**config.mk**
```make
export PLATFORM = sky130hd
export DESIGN_NAME = imm_encoder
export DESIGN_NICKNAME = d
export VERILOG_FILES = /design/src/rtl/imm_encoder.sv
export SDC_FILE = /design/constraint.sdc
export NUM_CORES = 1
export LEC_CHECK = 0
export ABC_AREA = 0
export CORE_MARGIN = 1
export CORE_UTILIZATION = 25
export CTS_CLUSTER_SIZE = 25
export DETAILED_ROUTE_END_ITERATION = 10
export PLACE_DENSITY_LB_ADDON = 0.1
export SLEW_MARGIN = 15
export SYNTH_ARGS = -nofsm -noshare
export SYNTH_HDL_FRONTEND = slang
export SYNTH_SLANG_ARGS = --single-unit
```
**constraint.sdc**
```tcl
create_clock -name clk -period 3 [get_ports clk]
set_input_delay 0.6 -clock clk [delete_from_list [all_inputs] [get_ports clk]]
set_output_delay 0.6 -clock clk [all_outputs]
set_load 0.005 [all_outputs]
```
**src/rtl/imm_encoder.sv**
```systemverilog
// -----------------------------------------------------------------------------
// imm_encoder
//
// Purpose:
//   Streaming encoder that packs a 32-bit immediate into the immediate-field bit
//   positions of a RISC-V instruction word. It is the inverse of the core's
//   immediate sign-extension path. Decoding the produced instruction with the
//   same imm_sel returns imm whenever neither error flag is raised.
//   Encoding is combinational on the input side. Each accepted beat is written
//   into a 2-entry output FIFO together with its per-beat error flags.
//
// Ports:
//   clk         in   rising-edge clock
//   reset       in   synchronous, active-high reset
//   in_valid    in   input beat valid
//   in_ready    out  block can accept a beat (count < 2, low while in reset)
//   imm_sel     in   000 I, 001 I_U (shamt), 010 S, 011 B, 100 J, 101 U; 11x illegal
//   imm         in   immediate value as the decoder would produce it
//   instr_base  in   instruction carrying the non-immediate fields
//   out_valid   out  output beat valid
//   out_ready   in   consumer accepts the output beat
//   instr       out  encoded instruction
//   range_err   out  imm not representable in the selected format
//   sel_err     out  illegal imm_sel
//   err_count   out  saturating count of accepted beats carrying an error
//
// Configuration:
//   IMM_ENC_ERRCNT_EN  when defined, err_count counts accepted erroneous beats
//                      and saturates at all-ones. When undefined, err_count
//                      is tied to zero and no counter is built.
// -----------------------------------------------------------------------------
module imm_encoder #(
  parameter int ERR_CNT_W = 8
) (
  input  logic                 clk,
  input  logic                 reset,
  input  logic                 in_valid,
  output logic                 in_ready,
  input  logic [2:0]           imm_sel,
  input  logic [31:0]          imm,
  input  logic [31:0]          instr_base,
  output logic                 out_valid,
  input  logic                 out_ready,
  output logic [31:0]          instr,
  output logic                 range_err,
  output logic                 sel_err,
  output logic [ERR_CNT_W-1:0] err_count
);

  localparam logic [2:0] SEL_I  = 3'b000;
  localparam logic [2:0] SEL_IU = 3'b001;
  localparam logic [2:0] SEL_S  = 3'b010;
  localparam logic [2:0] SEL_B  = 3'b011;
  localparam logic [2:0] SEL_J  = 3'b100;
  localparam logic [2:0] SEL_U  = 3'b101;

  logic [31:0] encInstr;
  logic        encRange;
  logic        encSel;

  logic [31:0] clearedBase;
  logic [31:0] packedInstr;

  logic [33:0] memQ [2];
  logic        wrPtrQ, wrPtrD;
  logic        rdPtrQ, rdPtrD;
  logic [1:0]  countQ, countD;

  logic        push;
  logic        pop;

  // Format-specific encoding. clearedBase is the base with the immediate field
  // zeroed and is the fallback output on a range error. packedInstr is the
  // fully encoded word. A field is "representable" when every bit above the
  // format's sign bit equals that sign bit. This is why the checks below test
  // for all-ones or all-zeros.
  always_comb begin
    clearedBase = instr_base;
    packedInstr = instr_base;
    encRange    = 1'b0;
    encSel      = 1'b0;
    unique case (imm_sel)
      SEL_I: begin
        clearedBase = instr_base & 32'h000F_FFFF;
        packedInstr = {imm[11:0], instr_base[19:0]};
        encRange    = !((&imm[31:11]) || !(|imm[31:11]));
      end
      SEL_IU: begin
        // funct7 in [31:25] distinguishes SRLI/SRAI, so only the shamt is replaced
        clearedBase = instr_base & 32'hFE0F_FFFF;
        packedInstr = {instr_base[31:25], imm[4:0], instr_base[19:0]};
        encRange    = |imm[31:5];
      end
      SEL_S: begin
        clearedBase = instr_base & 32'h01FF_F07F;
        packedInstr = {imm[11:5], instr_base[24:12], imm[4:0], instr_base[6:0]};
        encRange    = !((&imm[31:11]) || !(|imm[31:11]));
      end
      SEL_B: begin
        clearedBase = instr_base & 32'h01FF_F07F;
        packedInstr = {imm[12], imm[10:5], instr_base[24:12],
                       imm[4:1], imm[11], instr_base[6:0]};
        encRange    = !((&imm[31:12]) || !(|imm[31:12])) || imm[0];
      end
      SEL_J: begin
        clearedBase = instr_base & 32'h0000_0FFF;
        packedInstr = {imm[20], imm[10:1], imm[11], imm[19:12], instr_base[11:0]};
        encRange    = !((&imm[31:20]) || !(|imm[31:20])) || imm[0];
      end
      SEL_U: begin
        clearedBase = instr_base & 32'h0000_0FFF;
        packedInstr = {imm[31:12], instr_base[11:0]};
        encRange    = |imm[11:0];
      end
      default: begin
        // Illegal selector: pass the base through untouched, never flag range
        encSel = 1'b1;
      end
    endcase
    encInstr = encRange ? clearedBase : packedInstr;
  end

  // Handshake. in_ready depends only on stored occupancy and the reset input,
  // so a consumer's out_ready never reaches the producer combinationally.
  assign in_ready  = !reset && (countQ != 2'd2);
  assign out_valid = (countQ != 2'd0);
  assign push      = in_valid && in_ready;
  assign pop       = out_valid && out_ready;

  // Output fields are forced to zero while empty. This keeps the idle and
  // post-reset output deterministic. The head entry is stable until it is popped.
  always_comb begin
    {instr, range_err, sel_err} = out_valid ? memQ[rdPtrQ] : 34'd0;
  end

  // Pointer and occupancy next-state. A simultaneous push and pop leaves the
  // count unchanged while both pointers advance, which preserves order.
  always_comb begin
    wrPtrD = push ? ~wrPtrQ : wrPtrQ;
    rdPtrD = pop  ? ~rdPtrQ : rdPtrQ;
    countD = countQ;
    unique case ({push, pop})
      2'b10:   countD = countQ + 2'd1;
      2'b01:   countD = countQ - 2'd1;
      default: countD = countQ;
    endcase
  end

  // FIFO state. Reset discards queued beats and clears the storage so that
  // nothing queued before reset can reappear afterwards.
  always_ff @(posedge clk) begin
    if (reset) begin
      wrPtrQ  <= 1'b0;
      rdPtrQ  <= 1'b0;
      countQ  <= 2'd0;
      memQ[0] <= 34'd0;
      memQ[1] <= 34'd0;
    end else begin
      wrPtrQ <= wrPtrD;
      rdPtrQ <= rdPtrD;
      countQ <= countD;
      if (push) begin
        memQ[wrPtrQ] <= {encInstr, encRange, encSel};
      end
    end
  end

`ifdef IMM_ENC_ERRCNT_EN
  logic [ERR_CNT_W-1:0] errCntQ, errCntD;

  // Count accepted beats that carry either error flag. The counter sticks
  // at all-ones rather than wrapping.
  always_comb begin
    errCntD = errCntQ;
    if (push && (encRange || encSel) && !(&errCntQ)) begin
      errCntD = errCntQ + 1'b1;
    end
  end

  // Error counter register, cleared only by reset
  always_ff @(posedge clk) begin
    if (reset) begin
      errCntQ <= '0;
    end else begin
      errCntQ <= errCntD;
    end
  end

  assign err_count = errCntQ;
`else
  assign err_count = '0;
`endif

endmodule

```
Word level (Yosys, flattened, before mapping) --
Memory sizes are Yosys's and may differ from the RTL's. A register that Yosys moved wholly into a read port is not among the register bits. Cells that the tools add are included.
Storage, ports and cells: register bits 4, memory bits (writable) 68, input bits 71, output and inout bits 44, memories 1
Memories:
- memQ | depth 2, bits a word 34, rd ports 1, clocked after Yosys merged registers in 1, wr ports 2, line 64 | logic [33:0] memQ [2];
Cells by class: add/subtract/negate cells 2, equal/unequal tests 8, multiplexer cells 17, bitwise logic cells 2, reductions and logical operators 31
Operators by type and width (count):
- $pmux W32 S6 | 1
- $pmux W32 S4 | 1
- $mux W34 | 2
- $reduce_or A34 Y1 | 1
- $mux W32 | 1
- $reduce_or A27 Y1 | 1
- $reduce_or A12 Y1 | 2
- $reduce_and A21 Y1 | 1
- $reduce_or A21 Y1 | 1
- $reduce_and A20 Y1 | 1
- $reduce_or A20 Y1 | 1
- $reduce_and A12 Y1 | 1
- $mux W1 | 10
- $logic_not A1 Y1 | 7
- $eq A3 B2 Y1 const B | 2
- $eq A3 B3 Y1 const B | 2
- $reduce_or A2 Y1 | 3
- $reduce_or A6 Y1 | 1
- $logic_or A1 B1 Y1 | 5
- $pmux W1 S5 | 1
- $pmux W2 S2 | 1
- $reduce_bool A2 Y1 | 2
- $eq A3 B1 Y1 const B | 1
- $logic_and A1 B1 Y1 | 3
- other kinds (7) | 8

Longest topological paths before layout --
depth in word-level cells 8, gate-level depth with buffers 8

Least setup slack after synthesis --
No wires, ideal clock.
path kind in2reg, start point input reset, end point memory memQ[0][0] (enable), setup time 396 ps, data arrival time 2396 ps, slack 207 ps, cell stages on the path 6, path through clkbuf_1 > a21oi_1 > nand2_1 > or2_2 > clkbuf_1 > nand2b_1
RTL lines:
- from (decl) | line 36 | input logic reset,
- to (decl) | line 64

==> flow_summary.yaml <==
run_status:
  outcome: "completed"
synthesis:
  seq_area_frac_synth: 0.521
  yosys-top-cells-area: "edfxtp_1, mux2i_1, nor2_1, and2_1, a41oi_1"
  syn_area_um2: 4110
  synth_seq_cells: 73
  synthCells: 401
  avgSynthCellArea_um2: 10.2
  yosysUniqueCellTypes: 43
  synth_top_area_frac: 0.497
  yosys_warnings: 0
  yosys.area.top_type: "edfxtp_1"
route:
  num_vias: 3488
  drc: 0
  routed_wl_um: 11900
  first_iter_violations: 187
  via_per_inst: 4.66
  wl_per_cell_um: 15.8
  dr.pass1.iters: 5
  antenna_left: 0
placed_design:
  hpwl_um: 8860
  placed_area_um2: 5640
  gp_congestion: 0.828
  port_buffers: 106
final_layout:
  design_area_um2: 5950
  layout-drive-gt1-share: 0.122
  num_antenna_cells: 0
  syn2layout_area_growth_pct: 44.9
  fillers: 1576
  nNetsFinal: 600
critical_path:
  cp.required_ns: 3.18
  end_kind: "flop"
  path_class: "input pin to flop"
  cp_slowest_cell: "or4_1"
  path_max_fanout: 19
  cp-start-kind: "input pin"
  arrival_ns: 2.92
  slowest_delay_ns: 0.59
  cp.buffers_inverters: 3
  r2r_setup_slack_ns: 1.13
  critPathTopFamily: "simple AND/OR/NAND/NOR gates"
  path_cells: "clkdlybuf4s50_1 > or4_1 > buf_4 > nor4_1 > a32o_1 > or2_1 > buf_12 > a41oi_1 > nor2_1"
timing:
  fin_hold_ws_ns: 0.498
  setup_viol: 0
  tns_ns: 0
  period_minus_slack_ns: 2.73
  skew_ns: 0.00538
  max_freq_ghz: 0.366
  grt_setup_unrepaired: "no"
  hold_violations: 0
  final_max_slew_viol_count: 0
  fin_crit_sh: 0.911
global_route:
  gr-usage-all-layers: 0.145
  grt_pass1_vias: 3292
  grt_overflow: 0
  grt_max_degree: 35
  grt_pass1_wl_um: 18200
  antenna_found_initial: 0
worst_hold_path:
  min_path_type: "flop to flop"
pwr:
  ir_drop_uv: 244
  leakage_nw: 2.10
  p_per_area_nw_per_um2: 586
cts:
  root_buffer: "clkbuf_16"
  numCtsBuffers: 9
  cts-resized-gates: 0
  cts.sinks: 73
  post_cts_buffers: 0
  clockBufferDepth: 2
  htree_levels: 3
  cts_hold_buf: 0
  cts_tree: "built"
  clock_latency_ns: 0.33
  path_clk_slew_ns: 0.05
die:
  die_h_um: 130
  fp.dieArea_um2: 17000
  core_um2: 15900
  die_w_um: 130
  start_util: 0.258
  row_count: 46
  io_pins: 115
job:
  drv_cap: 0
where the power goes:
part	internal [W]	switching (W)
sequential	0.00123	0.0000361
clock	0.000718	0.000390
combinational	0.000568	0.000550
total	0.00252	0.000976
cell type report:
| type | count | area (um2) | area share |
|---|---|---|---|
| Timing Repair Buffer | 146 | 1420 | 0.239 |
| Inverter | 4 | 15.0 | 0.00252 |
| Clock inverter | 7 | 85.1 | 0.0143 |
| Tap cell | 216 | 270 | 0.0454 |
| Multi-Input combinational cell | 294 | 1790 | 0.301 |
| Clock buffer | 9 | 225 | 0.0378 |
| Sequential cell | 73 | 2140 | 0.360 |
per-stage QoR:
step,setup WS [ns],utilization,power (W),std cells
3_5_place_dp,-0.0760,0.354,0.00243,733
3_3_place_gp,-0.0311,0.354,0.00242,733
6_report,0.267,0.373,0.00349,749
2_1_floorplan,0.207,-,0.00185,408
4_1_cts,0.277,0.373,0.00355,749
5_1_grt,0.162,0.373,0.00368,749
worst reg2reg max path, cell delays in order (launching register included):
cell,delay [ns]
dfxtp_1,0.41
inv_1,0.06
a21oi_1,0.29
nand2_1,0.17
or2_2,0.32
nand2b_2,0.10
buf_12,0.20
cells by family (layout without fill, tap and decap cells):
family                   count (synthesis)  count (layout)  synth area share
AO/OA/AOI/OAI                           55              55             0.100
XOR/XNOR                                 3               3           0.00639
adder cells (fa/ha/maj)                  1               1           0.00304
buffers and inverters                   41             166            0.0511
flip-flops                              73              73             0.521
multiplexers                            37              37            0.0904
other                                    1               8          0.000912
AND/OR/NAND/NOR                        190             190             0.227
per-layer routing:
metal,share of wire,up-vias,global-route usage
li1,-,1715,-
met1,0.49,1667,0.210
met2,0.45,96,0.214
met3,0.041,10,0.0308
met4,0.010,0,0.0424
met5,0,-,0
synthesized netlist by cell type (all sizes together):
cell,count
or4,3
nand2,15
nand4,5
buf,14
and2,20
nor4,6
a32oi,10
a221o,2
a21o,1
nand2b,4
nor3,9
a32o,1
mux2,1
nand3,12
clkbuf,23
inv,4
a21oi,15
nor2,91
edfxtp,68
dfxtp,5
a41oi,12
ha,1
o31a,1
and4b,6
or3,5
conb,1
mux2i,36
xnor2,2
nor2b,10
xor2,1
o22ai,4
a31oi,3
or2,2
and3,2
o21ai,6
cell usage in the layout (no fill, tap or decap), types with 3 or more instances in the layout:
master / instances
a21oi_1: 14
and2_1: 20
a32oi_1: 9
clkbuf_16: 9
a31oi_1: 3
and4b_1: 6
nor3_1: 8
buf_12: 5
clkdlybuf4s50_1: 106
nor2_1: 90
inv_1: 4
edfxtp_1: 68
o21ai_0: 6
nand3_1: 12
o22ai_1: 4
a41oi_1: 12
nor2b_1: 10
mux2i_1: 36
or3_1: 5
buf_4: 35
nor4_1: 6
dfxtp_1: 4
nand4_1: 5
nand2_1: 15
conb_1: 8
final timing paths:
path,start,endpoint,depth (start not counted)
max,imm[13],memQ[0][16],9
min,wrPtrQ,wrPtrQ,2
max reg2reg,countQ[0],memQ[0][16],6
min reg2reg,wrPtrQ,wrPtrQ,2
flip-flops by register name, indices dropped and copies added, names as in the netlist, named ones only:
name,count
memQ,68
countQ,2
rdPtrQ,1
wrPtrQ,1
No activity file was read; power rests on OpenSTA's default activity.
